===== config.mk =====
export PLATFORM = sky130hd
export DESIGN_NAME = regfile_sb
export DESIGN_NICKNAME = d
export VERILOG_FILES = /design/src/rtl/regfile_sb.sv
export SDC_FILE = /design/constraint.sdc
export NUM_CORES = 1
export LEC_CHECK = 0
export CORE_MARGIN = 2
export CORE_UTILIZATION = 64
export DETAILED_ROUTE_END_ITERATION = 6
export PLACE_DENSITY = 0.93
export SKIP_CTS_REPAIR_TIMING = 1
export SLEW_MARGIN = 20
export SYNTH_ARGS = -nofsm -noshare
export SYNTH_HDL_FRONTEND = slang
export SYNTH_SLANG_ARGS = --single-unit

===== constraint.sdc =====
create_clock -name clk -period 5.3 [get_ports clk]
set_input_delay 1.06 -clock clk [delete_from_list [all_inputs] [get_ports clk]]
set_output_delay 1.06 -clock clk [all_outputs]
set_load 0.01 [all_outputs]

===== src/rtl/regfile_sb.sv =====
// Register file with write-through bypass, PC-relative top register and a
// per-register busy scoreboard that stalls issue on RAW/WAW hazards.
module regfile_sb #(
    parameter  int WIDTH = 32,
    parameter  int NREGS = 16,
    localparam int AW    = $clog2(NREGS)
) (
    input  logic             clk,
    input  logic             rst_n,
    input  logic [AW-1:0]    rd_addr1,
    input  logic [AW-1:0]    rd_addr2,
    output logic [WIDTH-1:0] reg1_data,
    output logic [WIDTH-1:0] reg2_data,
    input  logic [WIDTH-1:0] pc,
    input  logic             we,
    input  logic [AW-1:0]    wr_addr,
    input  logic [WIDTH-1:0] wr_data,
    input  logic             iss_valid,
    input  logic             iss_use1,
    input  logic             iss_use2,
    input  logic             iss_wr,
    input  logic [AW-1:0]    iss_dst,
    input  logic             flush,
    output logic             stall,
    output logic [NREGS-1:0] busy_vec
);

    localparam logic [AW-1:0] PC_ADDR = AW'(NREGS - 1);

    logic [WIDTH-1:0] rf_q [NREGS];
    logic [NREGS-1:0] busy_q;
    logic [NREGS-1:0] busy_d;
    logic [NREGS-1:0] eb_s;
    logic [WIDTH-1:0] pc_plus8_s;
    logic             stall_s;
    logic             issue_ok_s;

    assign pc_plus8_s = pc + WIDTH'(8);

    // Read port 1: PC register, then same-cycle writeback bypass, then storage
    always_comb begin
        if (rd_addr1 == PC_ADDR) begin
            reg1_data = pc_plus8_s;
        end else if (we && (wr_addr == rd_addr1)) begin
            reg1_data = wr_data;
        end else begin
            reg1_data = rf_q[rd_addr1];
        end
    end

    // Read port 2: same selection as port 1
    always_comb begin
        if (rd_addr2 == PC_ADDR) begin
            reg2_data = pc_plus8_s;
        end else if (we && (wr_addr == rd_addr2)) begin
            reg2_data = wr_data;
        end else begin
            reg2_data = rf_q[rd_addr2];
        end
    end

    // Effective busy: a register being written back this cycle counts as ready
    always_comb begin
        eb_s = '0;
        for (int i = 0; i < NREGS; i++) begin
            eb_s[i] = busy_q[i] && !(we && (wr_addr == AW'(i)));
        end
    end

    // Hazard detection and issue acceptance
    always_comb begin
        stall_s    = iss_valid && ((iss_use1 && eb_s[rd_addr1]) ||
                                   (iss_use2 && eb_s[rd_addr2]) ||
                                   (iss_wr   && eb_s[iss_dst]));
        issue_ok_s = iss_valid && !stall_s;
    end

    // Busy next state: flush clears all; otherwise clear on writeback, then set wins
    always_comb begin
        busy_d = busy_q;
        if (flush) begin
            busy_d = '0;
        end else begin
            if (we) begin
                busy_d[wr_addr] = 1'b0;
            end else begin
                busy_d = busy_q;
            end
            if (issue_ok_s && iss_wr && (iss_dst != PC_ADDR)) begin
                busy_d[iss_dst] = 1'b1;
            end else begin
                busy_d[PC_ADDR] = 1'b0;
            end
        end
        busy_d[PC_ADDR] = 1'b0;
    end

    // Scoreboard state register
    always_ff @(posedge clk or negedge rst_n) begin
        if (!rst_n) begin
            busy_q <= '0;
        end else begin
            busy_q <= busy_d;
        end
    end

    // Register storage; flush deliberately leaves contents untouched
    always_ff @(posedge clk or negedge rst_n) begin
        if (!rst_n) begin
            for (int i = 0; i < NREGS; i++) begin
                rf_q[i] <= '0;
            end
        end else if (we) begin
            rf_q[wr_addr] <= wr_data;
        end
    end

    assign stall    = stall_s;
    assign busy_vec = busy_q;

endmodule


==> results by group <==
GRT
  – Vias in the first global route: 21700
  – First-pass GRT wire length: 131 mm
  – Largest net degree at the start of global routing: 124
  – Total GRT Usage: 36.8%
  – Total gr overflow: 0
  – Initial antenna violation count: 3

Yosys
  – Post-synth top area cell: dfrtp_1
  – Synth cell types: 59
  – Synth top area share: 44.3%
  – Syn avg cell area: 15.1 sq um
  – #FFs+latches synth: 527
  – Synthesized cell area: 0.0297 sq mm
  – Syn Nets: 2057
  – Seq/Total Area, Yosys: 44.3%
  – Synth Instances: 1968
  – Synth warnings: 0
  – Main flop type after synthesis: dfrtp_1
  – Number of synthesized flops with an enable pin: 0
  – Share of flip-flops with an asynchronous set or reset: 100%
  – Main area contributors after synthesis: dfrtp_1 (44%), mux4_2 (24%), mux2_2 (20%)

Timing
  – Relative slew margins: 28.0%
  – RSZ-0062 raised after global routing: false
  – Hold Violations, Final: 0
  – Post-Route Setup TNS: 0 ps
  – Final Max Slew Viols: 0
  – Final worst-path cycle share: 94.9%
  – Fmax: 0.199 GHz
  – Setup violators final: 0
  – Fin Clk Skew: 7.49 ps
  – Minimum clock period: 5030 ps
  – Worst-Margin Slew: 1080 ps

Drt
  – Final ANT Viol Nets: 0
  – Total number of vias: 20100
  – Final wirelength: 85.3 mm
  – Drt first-iter violations: 2327
  – DR vias/cell: 7.37
  – DR pass1 iterations: 6
  – Avg WL per Cell: 31.2 um
  – Detailed-route DRC error count: 0

Floorplan
  – Die height: 220 um
  – Initial core utilization: 65.3%
  – Std-Cell Rows: 78
  – DIE AREA: 0.0482 sq mm
  – Io pins: 169
  – Chip Width: 220 um
  – Core area: 0.0456 sq mm

Worst hold path
  – WHS Endpoint: rf_q[425]
  – Worst hold path depth: 1
  – Hold_sp: rf_q[425]
  – Hold Path Class: flop to flop

Final layout
  – Area grow syn2layout: 15.0%
  – Layout cells sized above 1: 50.3%
  – Fin area: 0.0342 sq mm
  – Most frequent cells in the layout: mux2_2 (536), dfrtp_1 (527), mux4_2 (322), clkdlybuf4s50_1 (159), buf_4 (72)
  – Nets: 2176
  – Most common cell after layout, fill and taps aside: mux2_2

Clock tree
  – Htree depth: 2
  – Clk_lat worst skew: 600 ps
  – Reg clk slew, reported paths: 60 ps
  – Total CTS buffers: 54
  – CTS root buffer: clkbuf_16
  – Clk sinks: 527
  – TritonCTS clock tree: done
  – Bufs on Longest Clock Path: 3

Setup path
  – Worst reg2reg startpoint: busy_vec[7]
  – Critical path endpoint category: output port
  – Critical path's slowest cell: clkdlybuf4s50_1
  – CP Launch Point: pc[6]
  – R2r setup slk: 3170 ps
  – Worst-path fanout max: 6
  – Setup Crit Path Kind: input port to output port
  – Reg2reg path depth: 7
  – Largest stage delay, worst path: 550 ps
  – Crit-path leading delay family: buffers and inverters
  – Buf+Inv Stages, Crit Path: 3
  – Cell Chain, Critical Path: clkdlybuf4s50_1 > and4_1 > nand3_2 > buf_4 > nor2_1 > nand4_1 > xnor2_1 > nor2_1 > a21oi_1 > clkdlybuf4s50_1
  – Setup crit start kind: input port
  – R2R Path End: busy_vec[7]
  – Arr. time, crit path: 3970 ps
  – Critical path required time: 4240 ps

Placement
  – HPWL after detailed placement: 51.6 mm
  – Port Buffers: 167
  – GPL Wtd Cong: 0.896
  – Placed cell areas: 0.0324 sq mm

Power and ir drop
  – Tot Pwr: 13.1 mW
  – Cell Pwr Density: 383 mW/mm^2
  – Peak supply drop: 285 uV
  – Cell Int Power: 9.41 mW
  – Sequential share of power: 43.5%
  – Sw frac: 28.1%
  – Power share of the combinational group: 27.0%
  – Clk pwr share: 29.4%
  – Leak: 13.7 nW
  – Net Sw Power: 3.67 mW

Flow run
  – Max-Cap Viols: 0

Run status
  – Run status: finished, final reports clean
registers in the layout (all words and copies together) (netlist names):
signal    flops
rf_q        512
busy_vec     15
synthesized netlist by cell type, types with 6 or more instances:
library cell	count
a21oi_1	39
and3_1	7
buf_1	28
buf_2	32
clkbuf_1	129
dfrtp_1	527
mux2_2	536
mux2i_1	43
mux4_2	322
nand2_1	40
nand2b_1	6
nand3_1	19
nand4_1	10
nor2_1	59
o21ai_0	41
o32ai_1	15
xnor2_1	21
xor2_1	16
routing by layer:
layer / vias up / part of all wire [%] / track usage (%)
met5: - / 0.033 / 0
met4: 4 / 6.2 / 21.8
met3: 399 / 10 / 8.46
met2: 1327 / 49 / 58.1
met1: 10500 / 35 / 47.1
li1: 7921 / - / -
cells by family (layout without fill, tap and decap cells):
kind of cell,Yosys count,after routing,synth area share (%)
compound gates,126,126,2.69
buf+inv,201,364,2.79
simple gates,171,171,2.80
flops,527,527,44.3
mux,904,904,46.2
fa+ha+maj,1,1,0.0421
xor+xnor,37,37,1.09
other cells,1,2,0.0126
through the flow:
stage / utilization (%) / cells / hold WS, ps / setup slack, ps
after floorplan: - / 1968 / 476 / 1020
after global routing: 75.0 / 2731 / 539 / 63.4
final: 75.0 / 2732 / 523 / 270
after detailed placement: 71.1 / 2631 / 507 / 89.4
after global placement: 71.1 / 2631 / 496 / 144
after CTS: 75.0 / 2731 / 526 / 82.0
how the worst max path moves through the flow:
stage,to,slack [ps],cells after the start
after floorplan,reg1_data[14],1020,7
after global placement,reg1_data[31],140,9
after detailed placement,reg2_data[31],90,9
after CTS,reg1_data[31],80,9
after global routing,reg2_data[23],60,10
final,reg2_data[23],270,10
layout make-up:
| cell class | count | area [sq um] |
|---|---|---|
| Clock buffer | 84 | 1660 |
| Multi-Input combinational cell | 1240 | 15800 |
| Sequential cell | 527 | 13200 |
| Timing Repair Buffer | 258 | 2610 |
| Fill cell | 2511 | 11400 |
| Tap cell | 600 | 751 |
| Inverter | 6 | 22.5 |
| Clock inverter | 16 | 138 |
| Antenna cell | 1 | 2.50 |
power by group through the flow:
stage | combinational [mW] | clock [mW] | sequential, mW
6_report | 3.54 | 3.85 | 5.69
5_1_grt | 3.74 | 4.03 | 5.78
4_1_cts | 3.53 | 3.87 | 5.65
3_5_place_dp | 3.47 | 0 | 5.69
3_3_place_gp | 3.34 | 0 | 5.51
2_1_floorplan | 2.46 | 0 | 5.41
No activity file was read; power rests on OpenSTA's default activity.
